**config.mk**
```make
export PLATFORM = sky130hd
export DESIGN_NAME = lieat_ifu_bpu_sched
export DESIGN_NICKNAME = d
export VERILOG_FILES = /design/src/rtl/lieat_ifu_bpu_sched_pkg.sv /design/src/rtl/lieat_bpu_upd_fifo.sv /design/src/rtl/lieat_ifu_bpu_sched.sv
export SDC_FILE = /design/constraint.sdc
export NUM_CORES = 1
export LEC_CHECK = 0
export ABC_AREA = 1
export CAP_MARGIN = 20
export CORE_MARGIN = 3
export CORE_UTILIZATION = 35
export CTS_CLUSTER_SIZE = 24
export DETAILED_ROUTE_END_ITERATION = 12
export HOLD_SLACK_MARGIN = 0.15
export PLACE_DENSITY = 0.52
export SLEW_MARGIN = 20
export SYNTH_ARGS = -nofsm -noshare
export SYNTH_HDL_FRONTEND = slang
export SYNTH_SLANG_ARGS = --single-unit
```
**constraint.sdc**
```tcl
create_clock -name clock -period 2.2 [get_ports clock]
set_input_delay 0.55 -clock clock [delete_from_list [all_inputs] [get_ports clock]]
set_output_delay 0.55 -clock clock [all_outputs]
set_load 0.005 [all_outputs]
```
**src/rtl/lieat_ifu_bpu_sched_pkg.sv**
```systemverilog
// Shared types for the IFU branch-predictor update scheduler.
package lieat_ifu_bpu_sched_pkg;

  localparam int BPU_IDX_W      = 4;
  localparam int BPU_FIFO_DEPTH = 4;

  typedef enum logic [1:0] {
    ST_CLEAR = 2'd0,
    ST_RUN   = 2'd1,
    ST_DRAIN = 2'd2
  } sched_state_e;

  typedef struct packed {
    logic [BPU_IDX_W-1:0] index;
    logic                 taken;
  } upd_entry_t;

endpackage

```
**src/rtl/lieat_bpu_upd_fifo.sv**
```systemverilog
// Update-outcome buffer: synchronous FIFO with registered storage and a live count.
module lieat_bpu_upd_fifo
  import lieat_ifu_bpu_sched_pkg::*;
#(
  parameter  int DEPTH = BPU_FIFO_DEPTH,
  localparam int PTR_W = $clog2(DEPTH)
) (
  input  logic             clock,
  input  logic             reset,
  input  logic             i_push,
  input  upd_entry_t       i_push_data,
  input  logic             i_pop,
  output upd_entry_t       o_pop_data,
  output logic             o_full,
  output logic             o_empty,
  output logic [PTR_W:0]   o_count
);

  localparam logic [PTR_W:0] FULL_CNT = (PTR_W + 1)'(DEPTH);

  upd_entry_t       r_mem [DEPTH];
  logic [PTR_W-1:0] r_wr_ptr;
  logic [PTR_W-1:0] r_rd_ptr;
  logic [PTR_W:0]   r_count;
  logic             w_do_push;
  logic             w_do_pop;

  assign o_full     = (r_count == FULL_CNT);
  assign o_empty    = (r_count == '0);
  assign o_count    = r_count;
  assign o_pop_data = r_mem[r_rd_ptr];
  assign w_do_push  = i_push && !o_full;
  assign w_do_pop   = i_pop && !o_empty;

  // NOTE: sequential state uses non-blocking assignments so every flop samples pre-edge values.
  always_ff @(posedge clock or posedge reset) begin
    if (reset) begin
      r_wr_ptr <= '0;
      r_rd_ptr <= '0;
      r_count  <= '0;
    end else begin
      if (w_do_push) r_wr_ptr <= r_wr_ptr + 1'b1;
      if (w_do_pop)  r_rd_ptr <= r_rd_ptr + 1'b1;
      case ({w_do_push, w_do_pop})
        2'b10:   r_count <= r_count + 1'b1;
        2'b01:   r_count <= r_count - 1'b1;
        default: r_count <= r_count;
      endcase
    end
  end

  // NOTE: storage has no reset; the pointers and count alone decide which slots are valid.
  always_ff @(posedge clock) begin
    if (w_do_push) r_mem[r_wr_ptr] <= i_push_data;
  end

endmodule

```
**src/rtl/lieat_ifu_bpu_sched.sv**
```systemverilog
// Branch-predictor update scheduler: round-robin intake, FIFO-buffered updates, table-clear sweep.
module lieat_ifu_bpu_sched
  import lieat_ifu_bpu_sched_pkg::*;
#(
  parameter int IDX_W      = BPU_IDX_W,
  parameter int INDEX_NUM  = 1 << IDX_W,
  parameter int FIFO_DEPTH = BPU_FIFO_DEPTH
) (
  input  logic             clock,
  input  logic             reset,
  input  logic             req0_valid,
  output logic             req0_ready,
  input  logic [IDX_W-1:0] req0_index,
  input  logic             req0_taken,
  input  logic             req1_valid,
  output logic             req1_ready,
  input  logic [IDX_W-1:0] req1_index,
  input  logic             req1_taken,
  input  logic             clear_req,
  input  logic             dbg_pop_hold,
  output logic             prdt_en,
  output logic [IDX_W-1:0] prdt_index,
  output logic             prdt_result,
  output logic             clr_en,
  output logic [IDX_W-1:0] clr_index,
  output logic             busy
);

  localparam int             CNT_W    = $clog2(FIFO_DEPTH) + 1;
  localparam logic [IDX_W-1:0] LAST_IDX = IDX_W'(INDEX_NUM - 1);

  sched_state_e     r_state;
  sched_state_e     w_state_nxt;
  logic [IDX_W-1:0] r_clr_cnt;
  logic             r_rr;
  logic             w_grant0;
  logic             w_grant1;
  logic             w_push;
  logic             w_pop;
  logic             w_full;
  logic             w_empty;
  logic [CNT_W-1:0] w_count;
  upd_entry_t       w_push_data;
  upd_entry_t       w_pop_data;

  // r_rr names the requester that wins when both are valid.
  // NOTE: every signal written in always_comb gets a default first, so no latch is inferred.
  always_comb begin
    w_grant0 = 1'b0;
    w_grant1 = 1'b0;
    if (r_state == ST_RUN && !w_full) begin
      if (req0_valid && req1_valid) begin
        w_grant0 = !r_rr;
        w_grant1 = r_rr;
      end else begin
        w_grant0 = req0_valid;
        w_grant1 = req1_valid;
      end
    end
  end

  assign req0_ready  = w_grant0;
  assign req1_ready  = w_grant1;
  assign w_push      = w_grant0 || w_grant1;
  assign w_push_data = w_grant1 ? '{index: req1_index, taken: req1_taken}
                                : '{index: req0_index, taken: req0_taken};
  assign w_pop       = (r_state != ST_CLEAR) && !w_empty && !dbg_pop_hold;

  lieat_bpu_upd_fifo #(
    .DEPTH (FIFO_DEPTH)
  ) u_fifo (
    .clock       (clock),
    .reset       (reset),
    .i_push      (w_push),
    .i_push_data (w_push_data),
    .i_pop       (w_pop),
    .o_pop_data  (w_pop_data),
    .o_full      (w_full),
    .o_empty     (w_empty),
    .o_count     (w_count)
  );

  // DRAIN exits once the last entry has been popped; its strobe occupies the final DRAIN cycle.
  always_comb begin
    w_state_nxt = r_state;
    case (r_state)
      ST_CLEAR: if (r_clr_cnt == LAST_IDX) w_state_nxt = ST_RUN;
      ST_RUN:   if (clear_req)             w_state_nxt = ST_DRAIN;
      ST_DRAIN: if (w_count == '0)         w_state_nxt = ST_CLEAR;
      default:                             w_state_nxt = ST_CLEAR;
    endcase
  end

  always_ff @(posedge clock or posedge reset) begin
    if (reset) begin
      r_state   <= ST_CLEAR;
      r_clr_cnt <= '0;
      r_rr      <= 1'b0;
    end else begin
      r_state <= w_state_nxt;
      if (r_state == ST_CLEAR) r_clr_cnt <= r_clr_cnt + 1'b1;
      if (w_push)              r_rr      <= w_grant0;
    end
  end

  always_ff @(posedge clock or posedge reset) begin
    if (reset) begin
      prdt_en     <= 1'b0;
      prdt_index  <= '0;
      prdt_result <= 1'b0;
    end else begin
      prdt_en <= w_pop;
      if (w_pop) begin
        prdt_index  <= w_pop_data.index;
        prdt_result <= w_pop_data.taken;
      end
    end
  end

  assign clr_en    = (r_state == ST_CLEAR);
  assign clr_index = r_clr_cnt;
  assign busy      = (r_state != ST_RUN);

endmodule

```
==> flow_summary.toml <==
[run_status]
run_status = "complete, no violations"

[sta]
finalClockSkew_ns = 0.0123
final_max_slew_viol_count = 0
grt_setup_unrepaired = "false"
fmax_mhz = 486
setup_viol = 0
maxSlewHeadroom_pct = 68.9
hold_viol = 0
hold_ws_ns = 0.483
finalCriticalPeriod_ns = 2.06
finalCritPeriodShare_pct = 93.6
tightest_slew_ns = 0.466

[floorplan]
die_w_um = 79.4
die-area_um2 = 6310
initial_utilization_pct = 36.5
ios = 30
die-height_um = 79.4
std_cell_rows = 26
core-area_um2 = 5170

[pwr]
pwr-share-comb_pct = 38.5
netSwitchingPower_uw = 1000
sw_frac_of_total_pct = 34.6
leakagePower_uw = 0.00109
power.density_nw_per_um2 = 1180
clockPowerShare_pct = 19.9
intPower_uw = 1890
seqPwrFrac_pct = 41.7
irDropWorstVdd_mv = 0.458

[flow_run]
drv_cap = 0

[detailed_routing]
wl_per_cell_um = 11.3
drt_iter0_drc = 84
route.met3.wl_um = 161
ant_nets = 0
first_pass_iters = 4
vias_per_cell = 4.39
via_count = 1313
routed_wl_um = 3380
maxUsedRoutingLayer = "met4"
wl_met1_um = 1550
met2_length_um = 1620
drc_errors = 0

[synth]
synthArstFlopShare_pct = 50.0
synth_seq_area_share_pct = 58.3
synth_cell_type_count = 26
synthTopCellsByArea = "edfxtp_1, dfrtp_1, nand2_1"
synth_fp_nets = 207
synth_area_leader_cell = "edfxtp_1"
synth_edf_count = 20
netlist_area_um2 = 1890
synthCells = 184
yosysWarningCount = 0
ys_ff_latch = 40
synth_top_area_share_pct = 31.8
syn_avg_cell_area_um2 = 10.3
ys.flop_type = "edfxtp_1"

[cells_and_area]
final_util_pct = 47.3
layout_common_cells = "nand2_1, clkdlybuf4s50_1, inv_1"
antenna_cells = 0
drive_above_1_share_pct = 17.9
fillers = 477
syn_to_final_growth_pct = 29.7
nets = 251
layout_commonest_cell = "nand2_1"

[critical_path]
r2r-start = "u_fifo.o_count[0]"
path_max_fanout = 6
worstSetupEndpointType = "output port"
cp_slowest_cell = "clkdlybuf4s50_1"
timing.rr.end = "u_fifo.o_count[2]"
critical_path_class = "flip-flop to output port"
critPathMaxStageDelay_ns = 0.54
critical_path_required_ns = 1.65
ff2ff_path_depth = 11
cp.arrival_ns = 1.51
critPathLaunchType = "flip-flop"
path_cells = "nor2_4, clkdlybuf4s50_1"
r2r_slack_ns = 0.15

[cts]
numCtsBuffers = 5
holdBufCountCts = 0
clkTransAtPathRegs_ns = 0.07
clock_latency_ns = 0.29
clock_sinks = 40
clock_path_buffers = 2
h-tree-depth = 2
cts_tree = "done"
cts_setup_buffers = 0
root_buffer = "clkbuf_8"

[grt]
gr-usage-all-layers_pct = 12.3
antenna_found_initial = 0
grt_pass1_wl_um = 5940
grt_max_degree = 21
grt_overflow_total = 0
grt_pass1_vias = 1269

[place]
gp_congestion = 0.762
portBuffers = 29
hpwlAfterDp_um = 2650

[min_path]
hold_class = "flip-flop to flip-flop"
hold_path_depth = 2
hold_end = "prdt_index[2]"
min-delay-start = "prdt_index[2]"
## cells by family (layout without fill, tap and decap cells)
kind of cell               count (synthesis)  in the layout  synth area share [%]
xor gates and xnor gates                   7              7                  3.25
and+or+nand+nor                           81             81                  21.4
AOI/OAI and AO/OA                         17             17                  5.17
DFF                                       40             40                  58.3
buffers and inverters                     32             77                  6.83
adders and majority gates                  7              7                  5.04
## flip-flops by register name, indices dropped and copies added (netlist names)
signal           count
u_fifo.r_mem        20
clr_index            4
prdt_index           4
u_fifo.o_count       3
r_state              2
u_fifo.r_rd_ptr      2
u_fifo.r_wr_ptr      2
prdt_en              1
prdt_result          1
r_rr                 1
## worst max-delay path, delay by kind of cell (launching register included)
kind	cells	cell delay, ns
buffers and inverters	1	0.54
DFF	1	0.46
and+or+nand+nor	1	0.24
## metal layers
layer | GRT usage [%] | vias to the layer above
li1 | - | 670
met1 | 15.2 | 606
met2 | 19.8 | 32
met3 | 3.84 | 5
met4 | 5.15 | 0
met5 | 0 | -
## metrics by stage
| step | setup WS, ns | setup TNS [ns] | power [µW] | cell area, µm² | cells |
|---|---|---|---|---|---|
| 3_5_place_dp | -0.316 | -1.01 | 2350 | 2330 | 291 |
| 6_report | 0.142 | 0 | 2890 | 2450 | 299 |
| 3_3_place_gp | -0.265 | -0.741 | 2300 | 2330 | 291 |
| 2_1_floorplan | 0.193 | 0 | 1880 | 1890 | 184 |
| 5_1_grt | 0.000993 | 0 | 3160 | 2450 | 299 |
| 4_1_cts | 0.0124 | 0 | 2930 | 2440 | 299 |
## area by class of cell
type | instances | area [µm²] | area share [%]
flip-flops and latches | 40 | 1100 | 45.0
multi-input cells | 112 | 667 | 27.2
repair buffers | 40 | 372 | 15.2
inverters | 29 | 114 | 4.65
well taps | 70 | 87.6 | 3.58
clock buffers | 6 | 72.6 | 2.96
clock inverters | 2 | 35.0 | 1.43
## synth_stat cells (2+ instances only)
library cell,instances
a21oi_1,7
buf_2,2
dfrtp_1,20
edfxtp_1,20
ha_1,6
inv_1,24
inv_2,3
inv_4,2
nand2_1,51
nand3_1,9
nand3_2,4
nand3_4,2
nor2_1,5
nor2_2,4
nor2_4,2
o21ai_0,8
xnor2_1,4
xor2_1,3
## power by group through the flow
| stage | Clock [µW] | Combinational, µW | Sequential, µW |
|---|---|---|---|
| finish | 575 | 1110 | 1200 |
| global route | 632 | 1280 | 1240 |
| CTS | 594 | 1130 | 1210 |
| detailed placement | 0 | 1130 | 1220 |
| global placement | 0 | 1090 | 1210 |
| floorplan | 0 | 740 | 1140 |
## worst max-delay path by stage
| stage | depth (start not counted) | slack [ns] | from | endpoint |
|---|---|---|---|---|
| floorplan | 11 | 0.19 | u_fifo.o_count[0] | u_fifo.o_count[2] |
| global placement | 6 | -0.26 | req1_valid | req1_ready |
| detailed placement | 11 | -0.32 | req1_valid | u_fifo.o_count[2] |
| CTS | 11 | 0.01 | req1_valid | u_fifo.o_count[2] |
| global route | 11 | 0.001 | u_fifo.o_count[0] | u_fifo.o_count[2] |
| finish | 2 | 0.14 | r_state[1] | clr_en |
## timing repair
item | in CTS | in global routing
pin swaps | 0 | 0
endpoints found under the setup margin | 3 | 4
resized for setup | 5 | 2
(Power assumes the default switching activity.)
